--- src/rtl/pic_multi.sv ---
`default_nettype none
// ============================================================================
// Module   : pic_multi
// Purpose  : 8259-style programmable interrupt controller, 1..8 edge-triggered
//            IRQ lines, fixed priority (IRQ0 highest), mask / in-service
//            registers, EOI commands and the two-pulse INTA vector sequence.
// Options  : PIC_AUTO_EOI_EN - clear the in-service bit automatically when
//            the second INTA pulse ends.
// Revision : 1.0 - initial release
// ============================================================================
module pic_multi #(
  parameter int          NUM_IRQ     = 8,
  parameter logic [15:0] BASE_PORT   = 16'h0020,
  parameter logic [7:0]  VECTOR_BASE = 8'h08
) (
  input  logic               iClk,
  input  logic               iRst,
  input  logic [19:0]        iAddr,
  input  logic               iRd,
  input  logic               iWr,
  input  logic [7:0]         iData,
  input  logic               iIntAck,
  input  logic [NUM_IRQ-1:0] iIrq,
  output logic               oInt,
  output logic               oSel,
  output logic [7:0]         oData
);

  typedef enum logic [1:0] {
    S_IDLE = 2'd0,
    S_ACK1 = 2'd1,
    S_ACK2 = 2'd2
  } state_t;

  state_t r_state;
  state_t w_state_nxt;

  logic [NUM_IRQ-1:0] r_irq_q;
  logic [NUM_IRQ-1:0] r_irr;
  logic [NUM_IRQ-1:0] r_isr;
  logic [NUM_IRQ-1:0] r_imr;
  logic               r_rsel;     // 0: read IRR at BASE_PORT, 1: read ISR
  logic               r_ack_q;
  logic               r_int;
  logic [2:0]         r_vec_idx;

  logic [7:0] w_irr8, w_isr8, w_imr8, w_pend8;
  logic [7:0] w_set8, w_clr8;
  logic [3:0] w_win, w_isr_low;
  logic       w_ack_rise, w_ack_fall, w_accept, w_spur;
  logic       w_sel_cmd, w_sel_data, w_wr_cmd, w_wr_data;
  logic       w_icw1, w_eoi_ns, w_eoi_sp;
  logic       w_vec_sel, w_rd_sel;
  logic       w_unused;

  // Index of the lowest set bit, 8 when the vector is empty.
  function automatic logic [3:0] lowest8(input logic [7:0] v);
    logic [3:0] idx;
    idx = 4'd8;
    for (int i = 7; i >= 0; i--) begin
      if (v[i]) idx = 4'(i);
    end
    return idx;
  endfunction

  assign w_unused = ^iAddr[19:16];

  // Zero-extend the per-line registers to the 8-bit register view.
  always_comb begin
    w_irr8 = 8'd0;
    w_isr8 = 8'd0;
    w_imr8 = 8'd0;
    w_irr8[NUM_IRQ-1:0] = r_irr;
    w_isr8[NUM_IRQ-1:0] = r_isr;
    w_imr8[NUM_IRQ-1:0] = r_imr;
  end

  assign w_pend8    = w_irr8 & ~w_imr8;
  assign w_win      = lowest8(w_pend8);
  assign w_isr_low  = lowest8(w_isr8);
  assign w_spur     = (w_pend8 == 8'd0);

  assign w_ack_rise = iIntAck & ~r_ack_q;
  assign w_ack_fall = ~iIntAck & r_ack_q;
  assign w_accept   = (r_state == S_IDLE) & w_ack_rise;

  assign w_sel_cmd  = (iAddr[15:0] == BASE_PORT);
  assign w_sel_data = (iAddr[15:0] == BASE_PORT + 16'd1);
  assign w_wr_cmd   = iWr & w_sel_cmd;
  assign w_wr_data  = iWr & w_sel_data;
  assign w_icw1     = w_wr_cmd & iData[4];
  assign w_eoi_ns   = w_wr_cmd & (iData == 8'h20);
  assign w_eoi_sp   = w_wr_cmd & (iData[7:3] == 5'b01100) & (int'(iData[2:0]) < NUM_IRQ);

  assign w_set8 = (w_accept & ~w_spur) ? (8'd1 << w_win[2:0]) : 8'd0;

`ifdef PIC_AUTO_EOI_EN
  logic r_spur;

  // Remember whether the current INTA sequence was spurious so auto-EOI skips it.
  always_ff @(posedge iClk) begin
    if (iRst) begin
      r_spur <= 1'b0;
    end else if (w_accept) begin
      r_spur <= w_spur;
    end
  end
`endif

  // In-service clear mask from EOI commands (and auto-EOI when enabled).
  always_comb begin
    w_clr8 = 8'd0;
    if (w_eoi_ns && (w_isr8 != 8'd0)) w_clr8 = w_clr8 | (8'd1 << w_isr_low[2:0]);
    if (w_eoi_sp)                     w_clr8 = w_clr8 | (8'd1 << iData[2:0]);
`ifdef PIC_AUTO_EOI_EN
    if ((r_state == S_ACK2) && w_ack_fall && !r_spur)
      w_clr8 = w_clr8 | (8'd1 << r_vec_idx);
`endif
  end

  // INTA phase register.
  always_ff @(posedge iClk) begin
    if (iRst) r_state <= S_IDLE;
    else      r_state <= w_state_nxt;
  end

  // INTA phase sequencing: rise -> ACK1, fall -> ACK2, fall -> IDLE.
  always_comb begin
    w_state_nxt = r_state;
    case (r_state)
      S_IDLE:  if (w_ack_rise) w_state_nxt = S_ACK1;
      S_ACK1:  if (w_ack_fall) w_state_nxt = S_ACK2;
      S_ACK2:  if (w_ack_fall) w_state_nxt = S_IDLE;
      default: w_state_nxt = S_IDLE;
    endcase
  end

  // Request/service/mask registers; sets are applied after clears so they win.
  always_ff @(posedge iClk) begin
    if (iRst) begin
      r_irq_q   <= '0;
      r_irr     <= '0;
      r_isr     <= '0;
      r_imr     <= '1;
      r_rsel    <= 1'b0;
      r_ack_q   <= 1'b0;
      r_int     <= 1'b0;
      r_vec_idx <= 3'd0;
    end else begin
      r_irq_q <= iIrq;
      r_ack_q <= iIntAck;
      r_int   <= (w_pend8 != 8'd0) && (w_win < w_isr_low);
      if (w_accept) r_vec_idx <= w_spur ? 3'd7 : w_win[2:0];
      if (w_icw1) begin
        r_irr  <= '0;
        r_isr  <= '0;
        r_imr  <= '0;
        r_rsel <= 1'b0;
      end else begin
        r_irr <= (r_irr & ~w_set8[NUM_IRQ-1:0]) | (iIrq & ~r_irq_q);
        r_isr <= (r_isr & ~w_clr8[NUM_IRQ-1:0]) | w_set8[NUM_IRQ-1:0];
        if (w_wr_data) r_imr <= iData[NUM_IRQ-1:0];
        if (w_wr_cmd && (iData == 8'h0A)) r_rsel <= 1'b0;
        if (w_wr_cmd && (iData == 8'h0B)) r_rsel <= 1'b1;
      end
    end
  end

  // Read / vector bus drive; the INTA vector takes precedence over a port read.
  always_comb begin
    w_vec_sel = (r_state == S_ACK2) & iIntAck;
    w_rd_sel  = iRd & (w_sel_cmd | w_sel_data);
    oSel      = ~iRst & (w_vec_sel | w_rd_sel);
    oData     = 8'd0;
    if (oSel) begin
      if (w_vec_sel)      oData = VECTOR_BASE + {5'd0, r_vec_idx};
      else if (w_sel_cmd) oData = r_rsel ? w_isr8 : w_irr8;
      else                oData = w_imr8;
    end
  end

  assign oInt = r_int;

endmodule
`default_nettype wire
--- config.mk ---
export PLATFORM = sky130hd
export DESIGN_NAME = pic_multi
export DESIGN_NICKNAME = d
export VERILOG_FILES = /design/src/rtl/pic_multi.sv
export SDC_FILE = /design/constraint.sdc
export NUM_CORES = 1
export LEC_CHECK = 0
export ABC_AREA = 0
export CAP_MARGIN = 10
export CELL_PAD_IN_SITES_DETAIL_PLACEMENT = 2
export CELL_PAD_IN_SITES_GLOBAL_PLACEMENT = 2
export CORE_UTILIZATION = 31
export DETAILED_ROUTE_END_ITERATION = 6
export GPL_TIMING_DRIVEN = 0
export PLACE_DENSITY_LB_ADDON = 0.1
export SYNTH_ARGS = -nofsm -noshare
export SYNTH_HDL_FRONTEND = slang
export SYNTH_SLANG_ARGS = --single-unit
--- constraint.sdc ---
create_clock -name iClk -period 10.3 [get_ports iClk]
set_input_delay 2.575 -clock iClk [delete_from_list [all_inputs] [get_ports iClk]]
set_output_delay 2.575 -clock iClk [all_outputs]
set_load 0.05 [all_outputs]
# After elaboration in Yosys (flattened, before gate mapping)
# Index checks and enable logic that the tools add are counted.
# Widths: inputs -> output; s select.
[word_totals]
inputBits = 41
out_inout_bits = 10
word_cells = 98
regBits = 40
[op_classes]
n_bitwise = 29
muxes = 32
shift = 3
add_sub_neg = 1
order_cmp = 1
eq_ne = 11
reduce_logical = 12
[op_table]
columns = ["cell", "count"]
rows = [
  ["$mux 8", 9],
  ["$mux 4", 16],
  ["$and 8x8->8", 4],
  ["$eq 16x6->1 const B", 2],
  ["$not 8->8", 4],
  ["$or 8x8->8", 3],
  ["$shl 1x3->8 const A", 3],
  ["$eq 8x4->1 const B", 2],
  ["$reduce_bool 8->1", 2],
  ["$and 1x1->1", 12],
  ["$eq 8x6->1 const B", 1],
  ["$logic_not 8->1", 1],
  ["$mux 2", 3],
  ["$ne 2x2->1 const B", 3],
  ["$pmux 2 s3", 1],
  ["$add 4x3->5 const A", 1],
  ["$eq 5x4->1 const B", 1],
  ["$logic_and 1x1->1", 4],
  ["$lt 4x4->1", 1],
  ["$not 1->1", 4],
  ["$reduce_bool 2->1", 2],
  ["$mux 3", 1],
  ["$reduce_and 3->1", 1],
  ["$eq 2x1->1 const B", 1],
  ["5 further kinds", 7],
]

# Depth between registers and ports, before layout
# Gate-level depths: netlist of run 1.
[logic_depth]
ltp_word = 15
ltp_mapped = 7
mapped_depth_nobuf = 7

# Worst setup path before layout of run 1
# Ideal clock, no wire load.
[synth_timing]
path_type = "input to output"
from = "input port iAddr[15]"
to = "output port oData[3]"
slack_ns = 2.837
stages = 6
t_required_ns = 7.725
n_path_buf = 1
arrival_time_ns = 4.888
path_cell_list = "or4b_4 -> or4_4 -> buf_2 -> a211oi_1 -> a21oi_1 -> a21oi_1"
[synth_via]
elab_chain_len = 6
elab_cells_between_ends = 9
cone_classes = "2 x eq/ne; 3 x mux; 4 x bitwise"
[synth_lines]
columns = ["item", "line", "source"]
rows = [
  ["start: declaration", "18", "input logic [19:0] iAddr,"],
  ["$eq 16x6->1, on equally long branches", "87, 88", ""],
  ["$or 1x1->1", "172", "w_rd_sel = iRd & (w_sel_cmd | w_sel_data);"],
  ["$and 1x1->1", "172", ""],
  ["$or 1x1->1", "173", "oSel = ~iRst & (w_vec_sel | w_rd_sel);"],
  ["$and 1x1->1", "173", ""],
  ["$mux 8 *", "175", "if (oSel) begin"],
  ["end: declaration", "26", "output logic [7:0] oData"],
]
# Every way passes the cells marked *; elsewhere a longest branch is shown, timed or not.

# Worst setup path in the final report of run 1
[layout_timing]
from = "input port iAddr[8]"
to = "output port oData[3]"
# The elaborated chain is that of the path after synthesis.

==> metrics.yaml, run 1 <==
run_status:
  run_status: "finished, final reports clean"
worst_setup_path:
  path_max_fanout: 10
  max_stage_delay_ps: 810
  crit_slowest_cell: "clkdlybuf4s50_1"
  rrSetupSlack_ps: 7730
  crit_path_start: "iAddr[8]"
  crit_family: "buffers and inverters"
  critical_path_depth: 8
  cp.arrival_ps: 5680
  crit_end: "oData[3]"
  critPathCaptureType: "output port"
  cp_cell_sequence: "clkdlybuf4s50_1, or4_1, or4_4, buf_2, a211oi_1, a21oi_1, a21oi_1, clkdlybuf4s50_1"
  r2r_end: "oInt$_SDFF_PP0_"
  cp.buffers_inverters: 3
  crit_type: "input port to output port"
  required_ps: 7730
  timing.rr.start: "r_imr[4]$_SDFFE_PP1P_"
  r2r_cells: 7
  startpoint_type: "input port"
sta:
  fin_ws_ps: 2040
  holdWs_ps: 470
  maxSlewViolCount: 0
  final.setup.tns_ps: 0
  relSlewSlack_pct: 19.1
  rsz0062_at_grt: "no"
  finalClockSkew_ps: 4.08
  max_freq_mhz: 121
  final-hold-violation-count: 0
  tightest_slew_ps: 1200
  timing.final.crit_share_pct: 80.1
  fin_crit_ps: 8260
  final-setup-viol-count: 0
yosys:
  syn-num-nets: 324
  synth_cell_types: 49
  netlist_area_sq_um: 2300
  synth_edf_count: 0
  ys.flop_type: "dfxtp_1"
  synth_async_sr_flop_share_pct: 0
  ys_warn_count: 0
  syn_inst: 280
  syn_avg_cell_area_sq_um: 8.22
  synth_seq_cells: 40
  ys_seq_area_share_pct: 34.8
detailed_routing:
  drc: 0
  ant_nets: 0
  drt_wl_total_microns: 8040
  via_per_inst: 5.45
  initialDrtViolationCount: 105
  dr.pass1.iters: 4
  wl_per_cell_microns: 18.7
  via_count: 2349
final_layout:
  layout_common_cells: "clkdlybuf4s50_1 (44), dfxtp_1 (40), nor2_1 (34)"
  finalNetCount: 375
  diodes: 0
  stdcell_count: 431
  fin_area_sq_um: 2990
  layout-drive-gt1-share_pct: 8.13
  syn_to_final_growth_pct: 29.8
  layout.cells.most_common: "clkdlybuf4s50_1"
power:
  power_density_nw_per_um2: 116
  p_leak_nw: 1.04
  peakVddDrop_mv: 0.0637
die:
  fp.dieW_microns: 88.2
  coreArea_sq_um: 7210
  die_h_microns: 88.2
  dieArea_sq_um: 7770
  initial_core_util_pct: 31.9
  rows: 31
  ios: 51
clocking:
  cts-resized-gates: 0
  cts_setup_buffers: 0
  htreeDepth: 2
  tritoncts: "built"
  cts.sinks: 40
  clock_path_buffers: 2
  ctsHoldBuffers: 0
  cts-root-buf: "clkbuf_8"
  cts_made_buffers: 5
  clkLatencyLatePin_ps: 300
  clk_pin_slew_worst_paths_ps: 90
min_path:
  hold_class: "flop to flop"
placed_design:
  io_buffers: 44
  gp_congestion: 0.795
  pre_cts_ws_ps: 2040
  placedCellCount: 423
  dpl.hpwl_microns: 6200
  place_area_sq_um: 2870
grt:
  antenna_found_initial: 0
  grt_start_max_net_pins: 14
  grt_pass1_wl_microns: 12900
  grtUsageTotal_pct: 22.5
  grt_pass1_vias: 2390
  gr-total-overflow: 0
run:
  maxCapViolCount: 0
## cells in the mapped netlist (all sizes together) (4+ instances only)
cell,n,area share (%)
nor3,4,0.87
or3,4,1.1
nand2,11,1.8
dfxtp,40,35
nand2b,12,3.3
o31ai,5,1.6
o31a,4,1.5
or4,10,3.8
nor2b,17,4.6
inv,9,1.5
mux2,6,2.9
o21ai,18,3.9
nand3,5,1.1
nor4,8,2.2
mux2i,15,6.5
clkbuf,6,0.98
a21oi,26,5.7
nand4,6,1.6
nor2,34,5.5
## cell families (layout without fill, tap and decap cells)
kind of cell,count (synthesis),count (layout),synth area share (%)
AO/OA/AOI/OAI,73,73,20.1
adder cells (fa/ha/maj),4,4,2.07
buffers and inverters,18,70,3.21
flip-flops,40,40,34.8
multiplexers,21,21,9.46
AND/OR/NAND/NOR,124,124,30.4
## flip-flops by register name (all words and copies together) (netlist names)
signal	cells
r_imr	8
r_irq_q	8
r_irr	8
r_isr	8
r_vec_idx	3
r_state	2
oInt	1
r_ack_q	1
r_rsel	1
## tightest hold or removal path: cells and delay by family, from the launching register on
kind,cells,cell delay (ps)
AOI/OAI and AO/OA,1,50
and+or+nand+nor,1,60
DFF,1,320
## where the power goes
group          switching (W)  leakage (nW)  internal, W
clock network      0.0000630        0.0614    0.0000794
registers         0.00000395         0.328     0.000160
logic              0.0000180         0.654    0.0000205
total              0.0000850          1.04     0.000260
## per-stage QoR
stage | util (%) | power [W]
floorplan | - | 0.000183
finish | 41.4 | 0.000345
global route | 41.4 | 0.000359
detailed placement | 39.7 | 0.000207
global placement | 39.7 | 0.000205
CTS | 41.4 | 0.000347
## cell type report
class	instances	area, sq um
fill	847	4230
tap	99	124
multi-input combinational	222	1430
clock inverter	2	38.8
clock buffer	6	82.6
timing repair buffer	44	440
buffer	9	40.0
inverter	9	33.8
sequential	40	801
## layer usage
layer  track usage [%]  part of all wire, %  vias to the layer above
li1                  -                    -                     1138
met1              31.5                   50                     1162
met2              36.9                   46                       43
met3              3.11                  3.0                        6
met4              4.69                 0.81                        0
met5                 0                    0                        -
## worst min-delay path by stage
stage	slack [ps]	end	startpoint	cells past startpoint
2_1_floorplan	430	r_vec_idx[1]$_SDFFE_PP0P_	r_vec_idx[1]$_SDFFE_PP0P_	2
3_3_place_gp	440	r_vec_idx[1]$_SDFFE_PP0P_	r_vec_idx[1]$_SDFFE_PP0P_	2
3_5_place_dp	460	r_vec_idx[1]$_SDFFE_PP0P_	r_vec_idx[1]$_SDFFE_PP0P_	2
4_1_cts	480	r_vec_idx[1]$_SDFFE_PP0P_	r_vec_idx[1]$_SDFFE_PP0P_	2
5_1_grt	490	r_vec_idx[1]$_SDFFE_PP0P_	r_vec_idx[1]$_SDFFE_PP0P_	2
6_report	470	r_vec_idx[1]$_SDFFE_PP0P_	r_vec_idx[1]$_SDFFE_PP0P_	2
Note: power is estimated with default switching activity, not from simulation.
==> inputs of run 2 (changes only) <==
CORE_UTILIZATION = 29   (was 31)
clock period = 7.8 ns   (was 10.3 ns; I/O delays follow)
==> run 2 against run 1 <==
  * Design area increased by 0.29%
  * Core utilization decreased by 2.4 points
  * Register-to-register slack got worse by 2500 ps
  * Global-route usage down 2.0 points
  * Count of clock-buffer cells in the layout grew 1
  * Via count fell by 0.21%
  * Die area grew 6.7%
  * Clock power is 34% higher
  * Sequential share of layout area down 0.078 points
  * Sequential power grew 32%
  * Cell count increased by 0.70%
  * Clock skew rose by 7.1 ps
  * Largest cell class unchanged
  * Largest power group unchanged
  * Highest routed layer unchanged
==> metrics.yaml, run 2 (synthesized netlist as in run 1, its figures left out) <==
clocking:
  cts_made_buffers: 5  # unchanged
  cts-resized-gates: 0  # unchanged
  cts_setup_buffers: 0  # unchanged
  htreeDepth: 2  # unchanged
  cts.sinks: 40  # unchanged
  tritoncts: "built"  # unchanged
  clk_pin_slew_worst_paths_ps: 80  # was 90 ps
  cts-root-buf: "clkbuf_8"  # unchanged
  clock_path_buffers: 2  # unchanged
  ctsHoldBuffers: 0  # unchanged
  clkLatencyLatePin_ps: 300  # about the same
sta:
  maxSlewViolCount: 0  # unchanged
  final-hold-violation-count: 0  # unchanged
  finalClockSkew_ps: 11.1  # was 4.08 ps
  rsz0062_at_grt: "no"  # unchanged
  final-setup-viol-count: 0  # unchanged
  fin_crit_ps: 7030
  max_freq_mhz: 142
  final.setup.tns_ps: 0  # unchanged
  timing.final.crit_share_pct: 90.1
  relSlewSlack_pct: 13.0  # was 19.1%
  tightest_slew_ps: 1290  # was 1200 ps
worst_setup_path:
  cp_cell_sequence: "clkdlybuf4s50_1, or4b_4, nor4_1, nand4_1, nor2_1, clkdlybuf4s50_1"  # was clkdlybuf4s50_1, or4_1, or4_4, buf_2, a211oi_1, a21oi_1, a21oi_1, clkdlybuf4s50_1
  cp.arrival_ps: 5080  # was 5680 ps
  crit_path_start: "iAddr[15]"  # was iAddr[8]
  max_stage_delay_ps: 840  # was 810 ps
  critPathCaptureType: "output port"  # unchanged
  startpoint_type: "input port"  # unchanged
  required_ps: 5850  # was 7730 ps
  crit_type: "input port to output port"  # unchanged
  crit_slowest_cell: "clkdlybuf4s50_1"  # unchanged
  path_max_fanout: 5  # was 10
  cp_common_cell: "clkdlybuf4s50_1"
  crit_family: "simple AND/OR/NAND/NOR gates"  # was buffers and inverters
  cp.buffers_inverters: 2  # was 3
  timing.rr.start: "r_imr[4]$_SDFFE_PP1P_"  # unchanged
grt:
  grt_pass1_wl_microns: 13000  # was 12900 microns
  grt_start_max_net_pins: 13  # was 14
  gr-total-overflow: 0  # unchanged
  grtUsageTotal_pct: 20.5  # was 22.5%
  grt_pass1_vias: 2389  # was 2390
  antenna_found_initial: 0  # unchanged
run:
  maxCapViolCount: 0  # unchanged
die:
  dieArea_sq_um: 8290  # was 7770 sq um
  coreArea_sq_um: 7690  # was 7210 sq um
  initial_core_util_pct: 29.9  # was 31.9%
  die_h_microns: 91.1  # was 88.2 microns
  rows: 32  # was 31
  ios: 51  # unchanged
  fp.dieW_microns: 91.1  # was 88.2 microns
final_layout:
  multi_input_area_sq_um: 1430  # unchanged
  layout-drive-gt1-share_pct: 8.13  # unchanged
  diodes: 0  # unchanged
  syn_to_final_growth_pct: 30.2  # was 29.8%
  fillerInstances: 892  # was 847
  layout_common_cells: "clkdlybuf4s50_1 (44), dfxtp_1 (40), nor2_1 (34)"  # unchanged
  finalNetCount: 375  # unchanged
  seq_area_sq_um: 801  # unchanged
  layout.cells.most_common: "clkdlybuf4s50_1"  # unchanged
power:
  p_leak_nw: 1.05  # was 1.04 nW
  power_density_nw_per_um2: 153  # was 116 nW/um^2
  peakVddDrop_mv: 0.0636  # was 0.0637 mV
  fin_total_pwr_w: 0.000458  # was 0.000345 W
run_status:
  run_status: "finished, final reports clean"  # unchanged
detailed_routing:
  wl_per_cell_microns: 18.9  # was 18.7 microns
  dr.pass1.iters: 6  # was 4
  ant_nets: 0  # unchanged
  drc: 0  # unchanged
  initialDrtViolationCount: 74  # was 105
  via_count: 2344  # was 2349
  drt_wl_total_microns: 8180  # was 8040 microns
  via_per_inst: 5.40  # was 5.45
min_path:
  hp-start: "r_vec_idx[2]$_SDFFE_PP0P_"  # was r_vec_idx[1]$_SDFFE_PP0P_
  hold_class: "flop to flop"  # unchanged
placed_design:
  dpl.hpwl_microns: 6430  # was 6200 microns
  io_buffers: 44  # unchanged
  gp_congestion: 0.788  # was 0.795
run 2: cell types whose count changed in the layout (fill, tap and decap cells not counted):
cell	delta
clkbuf_8	+1
clkinv_4	-1
run 2: routing by layer:
metal | GRT usage (%) | routed length, microns
met5 | 0 | 0
met4 | 4.63 | 78
met3 | 2.76 | 216
met2 | 35.3 | 3860
met1 | 27.0 | 4030
run 2: worst paths after layout:
check                                                  to  slack (ps)  cells after the start
worst min register to register  r_vec_idx[2]$_SDFFE_PP0P_         470                      2
worst min-delay path            r_vec_idx[2]$_SDFFE_PP0P_         470                      2
worst max-delay path                             oData[5]         770                      6
worst max register to register            oInt$_SDFF_PP0_        5270                      7
run 2: worst min-delay path, cell delays in order (launching register included):
cell and delay (ps):
dfxtp_1 320, nand2_1 50, a21oi_1 50
run 2: area by class of cell:
| class | instances | share of cell area [%] |
|---|---|---|
| flip-flops and latches | 40 | 26.7 |
| well taps | 102 | 4.26 |
| repair buffers | 44 | 14.7 |
| clock buffers | 7 | 3.22 |
| plain buffers | 9 | 1.34 |
| clock inverters | 1 | 1.00 |
| inverters | 9 | 1.13 |
| multi-input cells | 222 | 47.6 |
run 2: stage by stage:
| stage | setup WS, ps | utilization (%) | cells | hold WS (ps) | instance area, sq um |
|---|---|---|---|---|---|
| floorplan | 1590 | - | 280 | 431 | 2300 |
| global placement | 820 | 37.3 | 426 | 441 | 2870 |
| detailed placement | 768 | 37.3 | 426 | 458 | 2870 |
| CTS | 777 | 39.0 | 434 | 471 | 3000 |
| global route | 631 | 39.0 | 434 | 501 | 3000 |
| finish | 770 | 39.0 | 434 | 468 | 3000 |
run 2: report_power, final:
| part | switching, W | internal, W | total [W] |
|---|---|---|---|
| logic | 0.0000233 | 0.0000270 | 0.0000503 |
| clock network | 0.0000773 | 0.000113 | 0.000190 |
| registers | 0.00000543 | 0.000212 | 0.000217 |
| total | 0.000106 | 0.000352 | 0.000458 |
